[src/rtl/aes_ser_pkg.sv]
// Shared types and constants for the byte-serial aes_top sequencer.
package aes_ser_pkg;
    localparam int ADDR_W = 5;
    localparam int NBYTES = 16;
    localparam logic [ADDR_W-1:0] BLK_BASE = 5'd0;
    localparam logic [ADDR_W-1:0] KEY_BASE = 5'd16;

    typedef enum logic [2:0] {
        IDLE, WR_BLK, WR_KEY, START, WAIT_DONE, RD, RESP, RELEASE
    } state_e;

    // Byte i of a 128-bit word is the i-th byte from the MSB end.
    function automatic logic [7:0] byte_of(input logic [127:0] v, input logic [3:0] i);
        logic [6:0] idx;
        idx = {4'd15 - i, 3'd0};
        return v[idx +: 8];
    endfunction
endpackage

[src/rtl/aes_serial_master.sv]
// Sequencer that loads block/key into aes_top byte by byte, starts it,
// waits for done and reads the 16-byte result back.
module aes_serial_master
    import aes_ser_pkg::*;
#(
    parameter int RD_LAT  = 1,
    parameter int TIMEOUT = 4096
) (
    input  logic              clk,
    input  logic              rst_n,
    input  logic              req_valid,
    output logic              req_ready,
    input  logic [127:0]      req_block,
    input  logic [127:0]      req_key,
    input  logic              req_decrypt,
    input  logic              req_key_same,
    output logic              rsp_valid,
    input  logic              rsp_ready,
    output logic [127:0]      rsp_data,
    output logic              rsp_error,
    output logic [7:0]        core_data_in,
    output logic [ADDR_W-1:0] core_addr,
    output logic              core_wr_en,
    output logic              core_start,
    output logic              core_decrypt,
    input  logic [7:0]        core_data_out,
    input  logic              core_done
);
    localparam int TW = $clog2(TIMEOUT);
    localparam logic [3:0] LAST = 4'(NBYTES - 1);

    state_e            state_q, state_d;
    logic [3:0]        cnt_q, cnt_d;
    logic [1:0]        lat_q, lat_d;
    logic [TW-1:0]     tmo_q, tmo_d;
    logic              done_q;
    logic              key_loaded_q, key_loaded_d;
    logic [127:0]      blk_q, blk_d, key_q, key_d;
    logic              dec_q, dec_d, ks_q, ks_d;
    logic [127:0]      rsp_data_q, rsp_data_d;
    logic              rsp_error_q, rsp_error_d;
    logic [ADDR_W-1:0] addr_q, addr_d;
    logic [7:0]        wdata_q, wdata_d;
    logic              wr_q, wr_d, start_q, start_d, cdec_q, cdec_d;
    logic              done_rise;

    assign done_rise = core_done & ~done_q;

    always_comb begin
        state_d      = state_q;
        cnt_d        = cnt_q;
        lat_d        = lat_q;
        tmo_d        = tmo_q;
        key_loaded_d = key_loaded_q;
        blk_d        = blk_q;
        key_d        = key_q;
        dec_d        = dec_q;
        ks_d         = ks_q;
        rsp_data_d   = rsp_data_q;
        rsp_error_d  = rsp_error_q;
        case (state_q)
            IDLE: if (req_valid) begin
                state_d     = WR_BLK;
                cnt_d       = 4'd0;
                blk_d       = req_block;
                key_d       = req_key;
                dec_d       = req_decrypt;
                ks_d        = req_key_same;
                rsp_data_d  = '0;
                rsp_error_d = 1'b0;
            end
            WR_BLK: if (cnt_q == LAST) begin
                cnt_d   = 4'd0;
                state_d = (ks_q && key_loaded_q) ? START : WR_KEY;
            end else begin
                cnt_d = cnt_q + 4'd1;
            end
            WR_KEY: if (cnt_q == LAST) begin
                cnt_d   = 4'd0;
                state_d = START;
            end else begin
                cnt_d = cnt_q + 4'd1;
            end
            START: begin
                state_d = WAIT_DONE;
                tmo_d   = '0;
            end
            WAIT_DONE: if (done_rise) begin
                state_d = RD;
                cnt_d   = 4'd0;
                lat_d   = 2'd0;
            end else if (tmo_q == TW'(TIMEOUT - 1)) begin
                state_d      = RESP;
                rsp_error_d  = 1'b1;
                rsp_data_d   = '0;
                key_loaded_d = 1'b0;
            end else if (tmo_q != '1) begin
                tmo_d = tmo_q + TW'(1);
            end
            // Address is held RD_LAT+1 cycles; capture on the window's last edge.
            RD: if (lat_q == 2'(RD_LAT)) begin
                lat_d = 2'd0;
                rsp_data_d[{4'd15 - cnt_q, 3'd0} +: 8] = core_data_out;
                if (cnt_q == LAST) begin
                    state_d      = RESP;
                    key_loaded_d = 1'b1;
                end else begin
                    cnt_d = cnt_q + 4'd1;
                end
            end else begin
                lat_d = lat_q + 2'd1;
            end
            RESP:    if (rsp_ready) state_d = RELEASE;
            RELEASE: if (!core_done) state_d = IDLE;
            default: state_d = IDLE;
        endcase

        // Core-side outputs are registered from the next state so they line up with it.
        wr_d    = (state_d == WR_BLK) || (state_d == WR_KEY);
        addr_d  = '0;
        wdata_d = 8'd0;
        if (state_d == WR_BLK) begin
            addr_d  = BLK_BASE + {1'b0, cnt_d};
            wdata_d = byte_of(blk_d, cnt_d);
        end else if (state_d == WR_KEY) begin
            addr_d  = KEY_BASE + {1'b0, cnt_d};
            wdata_d = byte_of(key_d, cnt_d);
        end else if (state_d == RD) begin
            addr_d  = BLK_BASE + {1'b0, cnt_d};
        end
        start_d = (state_d == START) || (state_d == WAIT_DONE) ||
                  (state_d == RD) || (state_d == RESP);
        cdec_d  = start_d & dec_d;
    end

    always_ff @(posedge clk or negedge rst_n) begin
        if (!rst_n) begin
            state_q      <= IDLE;
            cnt_q        <= '0;
            lat_q        <= '0;
            tmo_q        <= '0;
            done_q       <= 1'b0;
            key_loaded_q <= 1'b0;
            blk_q        <= '0;
            key_q        <= '0;
            dec_q        <= 1'b0;
            ks_q         <= 1'b0;
            rsp_data_q   <= '0;
            rsp_error_q  <= 1'b0;
            addr_q       <= '0;
            wdata_q      <= '0;
            wr_q         <= 1'b0;
            start_q      <= 1'b0;
            cdec_q       <= 1'b0;
        end else begin
            state_q      <= state_d;
            cnt_q        <= cnt_d;
            lat_q        <= lat_d;
            tmo_q        <= tmo_d;
            done_q       <= core_done;
            key_loaded_q <= key_loaded_d;
            blk_q        <= blk_d;
            key_q        <= key_d;
            dec_q        <= dec_d;
            ks_q         <= ks_d;
            rsp_data_q   <= rsp_data_d;
            rsp_error_q  <= rsp_error_d;
            addr_q       <= addr_d;
            wdata_q      <= wdata_d;
            wr_q         <= wr_d;
            start_q      <= start_d;
            cdec_q       <= cdec_d;
        end
    end

    assign req_ready    = (state_q == IDLE);
    assign rsp_valid    = (state_q == RESP);
    assign rsp_data     = rsp_data_q;
    assign rsp_error    = rsp_error_q;
    assign core_data_in = wdata_q;
    assign core_addr    = addr_q;
    assign core_wr_en   = wr_q;
    assign core_start   = start_q;
    assign core_decrypt = cdec_q;
endmodule

[config.mk]
export PLATFORM = sky130hd
export DESIGN_NAME = aes_serial_master
export DESIGN_NICKNAME = d
export VERILOG_FILES = /design/src/rtl/aes_ser_pkg.sv /design/src/rtl/aes_serial_master.sv
export SDC_FILE = /design/constraint.sdc
export NUM_CORES = 1
export LEC_CHECK = 0
export BUFFER_PORTS_ARGS = -buffer_cell sky130_fd_sc_hd__buf_2
export CAP_MARGIN = 30
export CORE_MARGIN = 2
export CORE_UTILIZATION = 25
export DETAILED_ROUTE_END_ITERATION = 6
export GPL_ROUTABILITY_DRIVEN = 0
export HOLD_SLACK_MARGIN = 0.1
export PLACE_DENSITY = 0.42
export SYNTH_ARGS = -nofsm -noshare
export SYNTH_HDL_FRONTEND = slang
export SYNTH_SLANG_ARGS = --single-unit
[constraint.sdc]
create_clock -name clk -period 4.2 [get_ports clk]
set_input_delay 0.21 -clock clk [delete_from_list [all_inputs] [get_ports clk]]
set_output_delay 0.21 -clock clk [all_outputs]
set_load 0.03 [all_outputs]
==> out/qor.log <==
INFO  outcome        status=complete, no violations
INFO  detailed_routing wire_per_inst=21.51um
INFO  finish         final-instance-count-excl-fill=3205
INFO  detailed_routing vias_per_cell=4.700
INFO  sta            tightestPinTransition=0.9116ns
INFO  sta            post-route-worst-setup-slack=0.6153ns
INFO  global_route   number_of_global_route_vias_before_repair=15.80k
INFO  worst_setup_path path_max_fanout=79
INFO  placement      dpl.hpwl=49.25mm
INFO  cts            path_clk_slew=0.06ns
INFO  cts            cts.sink_count=426
INFO  placement      count_of_buffers_inserted_at_the_top_level_ports=417
INFO  synthesis      synth_cell_types=63
INFO  synthesis      synth-warning-count=0
INFO  sta            clock_skew=0.02924ns
INFO  floorplan      floorplan.die.height=278.1um
INFO  global_route   grt_start_max_net_pins=107
INFO  floorplan      dieArea=77330squm
INFO  synthesis      syn-num-nets=1795
INFO  worst_setup_path r2r_slack=0.62ns
INFO  floorplan      floorplan.io_pins=418
INFO  worst_setup_path timing_worst_setup_path_type=reg -> reg
INFO  sta            slew_violations=0
INFO  cts            cts_root_buf=sky130_fd_sc_hd__clkbuf_16
INFO  synthesis      synth-main-ff-cell=sky130_fd_sc_hd__dfrtp_1
INFO  synthesis      synthCells=1521
INFO  detailed_routing detailedRoute.firstIterationViolations=945
INFO  placement      placed_cells=2844
INFO  cts            holdBufCountCts=262
INFO  global_route   number_of_antenna_violations_at_the_first_check_in_global_routing=11
INFO  worst_setup_path worst_ep_arrival_time=4.03ns
INFO  finish         fin_nets=2463
INFO  sta            finalHoldViolCount=0
INFO  pwr            total_leakage_power=0.01246uW
INFO  pwr            power_density=701.7nW/um^2
INFO  worst_setup_path startpoint_types=flop
INFO  detailed_routing drt.antenna.violating_nets=0
INFO  cts            h-tree-depth=2
INFO  synthesis      number_of_flops_mapped_to_enable_cells_by_yosys=0
INFO  worst_setup_path critPathRequiredTime=4.65ns
INFO  sta            tns=0ns
INFO  sta            setup-violations-final=0
INFO  synthesis      postSynthAreaPerCell=12.35squm
INFO  worst_setup_path crit_path_end_kind=flop
INFO  cts            max-clock-path-buffers=3
INFO  global_route   global_route_wire_length_before_repair=102.9mm
INFO  sta            rsz0062_at_grt=no
INFO  cts            insertion_delay=0.61ns
INFO  synthesis      postSynthRegisterBits=426
INFO  min_path       min_path_type=in -> async
INFO  synthesis      synth_area=18780squm
INFO  synthesis      post-synth-top-area-fraction=56.77%
INFO  detailed_routing drtPass1Iterations=5
INFO  floorplan      num_rows=100
INFO  detailed_routing drt_drc_violations_left=0
INFO  cts            tritoncts.num_buffers=50
INFO  cts            tritoncts=built
INFO  sta            post-route-min-period=3.585ns
INFO  synthesis      post_synth_main_area_contributors=sky130_fd_sc_hd__dfrtp_1, sky130_fd_sc_hd__mux2_2, sky130_fd_sc_hd__mux2i_1, sky130_fd_sc_hd__o211ai_1, sky130_fd_sc_hd__nand2_1
INFO  sta            finalCritPeriodShare=85.35%
INFO  sta            max-slew-margin-rel=38.72%
INFO  synthesis      synth-async-reset-ratio=100.0%
INFO  placement      detailedPlace.worstSlack=0.6273ns
INFO  global_route   grt_overflow_total=0
INFO  detailed_routing via_count=15.06k
INFO  synthesis      synth.largest_area_cell=sky130_fd_sc_hd__dfrtp_1
INFO  floorplan      dieWidth=278.1um
INFO  sta            timing.fmax=0.2790GHz
INFO  pwr            vdd.ir_drop.worst=304.9uV
INFO  finish         area_delta_synth_final=40.82%
INFO  synthesis      register_area_share_after_synthesis=56.77%
INFO  floorplan      initial_utilization=25.23%
INFO  detailed_routing route.final.wire_length=68.93mm
INFO  flow_run       cap_violations=0
INFO  floorplan      floorplan.core_area=74450squm
INFO  finish         drive_above_1_share=35.07%
INFO  cts            post_cts_gate_resize_count=0
INFO  global_route   grt_util_all_layers=17.51%
INFO  cts            cts_post_setup_buffers_inserted=0
final cells by class:
type | count | area, sq um
multi-input combinational | 986 | 7619
fill | 7413 | 48000
sequential | 426 | 10660
clock inverter | 28 | 404.1
inverter | 13 | 51.30
tap | 969 | 1212
timing repair buffer | 712 | 5084
clock buffer | 65 | 1399
antenna | 6 | 15.01
registers in the layout, indices dropped and copies added, names as in the netlist:
name,count
lat_q,2
ks_q,1
key_q,128
key_loaded_q,1
blk_q,128
core_addr,5
cnt_q,4
tmo_q,12
dec_q,1
core_decrypt,1
state_q,3
rsp_data,128
rsp_error,1
core_start,1
done_q,1
core_wr_en,1
core_data_in,8
Yosys cell counts, types with 5 or more instances:
library cell / n
sky130_fd_sc_hd__dfrtp_1: 426
sky130_fd_sc_hd__mux2_1: 40
sky130_fd_sc_hd__mux2_2: 225
sky130_fd_sc_hd__inv_1: 8
sky130_fd_sc_hd__buf_4: 8
sky130_fd_sc_hd__a2bb2oi_1: 7
sky130_fd_sc_hd__nand2_1: 126
sky130_fd_sc_hd__clkbuf_1: 21
sky130_fd_sc_hd__a21oi_1: 47
sky130_fd_sc_hd__nor3_1: 5
sky130_fd_sc_hd__nand3_1: 15
sky130_fd_sc_hd__nor2b_1: 8
sky130_fd_sc_hd__o21ai_1: 9
sky130_fd_sc_hd__or3_1: 64
sky130_fd_sc_hd__xor2_1: 10
sky130_fd_sc_hd__o21ai_0: 91
sky130_fd_sc_hd__mux2i_1: 85
sky130_fd_sc_hd__nand4_1: 13
sky130_fd_sc_hd__a22o_1: 51
sky130_fd_sc_hd__o211ai_1: 66
sky130_fd_sc_hd__nor2_1: 46
sky130_fd_sc_hd__and2_1: 9
sky130_fd_sc_hd__and3_1: 13
sky130_fd_sc_hd__buf_1: 11
sky130_fd_sc_hd__buf_2: 54
worst paths after layout:
check | startpoint | to | cells past startpoint
worst max-delay path | state_q[0]$_DFF_PN0_ | core_data_in[7]$_DFF_PN0_ | 9
worst min-delay path | rst_n | rsp_data[43]$_DFFE_PN0P_ | 2
worst max register to register | state_q[0]$_DFF_PN0_ | core_data_in[7]$_DFF_PN0_ | 9
worst min register to register | rsp_data[12]$_DFFE_PN0P_ | rsp_data[12]$_DFFE_PN0P_ | 2
max in group asynchronous | rst_n | key_q[106]$_DFF_PN0_ | 3
min in group clk | core_data_out[5] | rsp_data[125]$_DFFE_PN0P_ | 3
per-layer routing:
metal | routed length, um | vias to the layer above | GRT usage [%]
li1 | - | 6874 | -
met1 | 30140 | 7671 | 22.78
met2 | 33910 | 435 | 30.29
met3 | 3740 | 70 | 3.442
met4 | 1047 | 14 | 3.285
met5 | 83 | - | 0
per-stage QoR:
step | util (%) | hold WS [ns] | area (sq um) | total power (uW)
floorplan | - | -0.08559 | 18780 | 11280
global placement | 29.54 | 0.2923 | 21990 | 13710
detailed placement | 29.56 | 0.2830 | 22000 | 13790
CTS | 35.50 | 0.1809 | 26430 | 18860
global route | 35.51 | 0.1966 | 26440 | 19750
finish | 35.52 | 0.1832 | 26440 | 18560
power breakdown:
part           switching [uW]  internal [uW]
Sequential                584           5650
Combinational            4540           3070
Clock                    1860           2860
Total                    6980          11600
cell usage in the layout (no fill, tap or decap), drive strengths merged, types with 15 or more instances in the layout:
cell	n
o21ai	100
or3	64
o211ai	66
buf	450
nand3	15
a21oi	47
nand2	126
clkbuf	65
mux2i	85
dlygate4sd3	262
clkinv	20
nor2	47
a22o	51
dfrtp	426
mux2	265
kinds of logic (layout without fill, tap and decap cells):
family	after synthesis	after routing	synth area share, %
buf+inv	109	818	2.792
compound gates	298	298	10.57
simple gates	322	322	8.575
xor+xnor	12	12	0.5597
flops	426	426	56.77
other cells	0	6	0
mux	351	351	20.54
fa+ha+maj	3	3	0.1999
critical path: stages (launching register included):
cell and delay (ns):
sky130_fd_sc_hd__dfrtp_1 0.62, sky130_fd_sc_hd__nor3_1 0.36, sky130_fd_sc_hd__and2_4 0.42, sky130_fd_sc_hd__buf_12 0.38
sky130_fd_sc_hd__mux2_1 0.42, sky130_fd_sc_hd__or3_1 0.38, sky130_fd_sc_hd__o211ai_1 0.10, sky130_fd_sc_hd__a21oi_1 0.12
sky130_fd_sc_hd__a21oi_1 0.33, sky130_fd_sc_hd__nand4_1 0.17
Power figures use the tool's default switching activity.
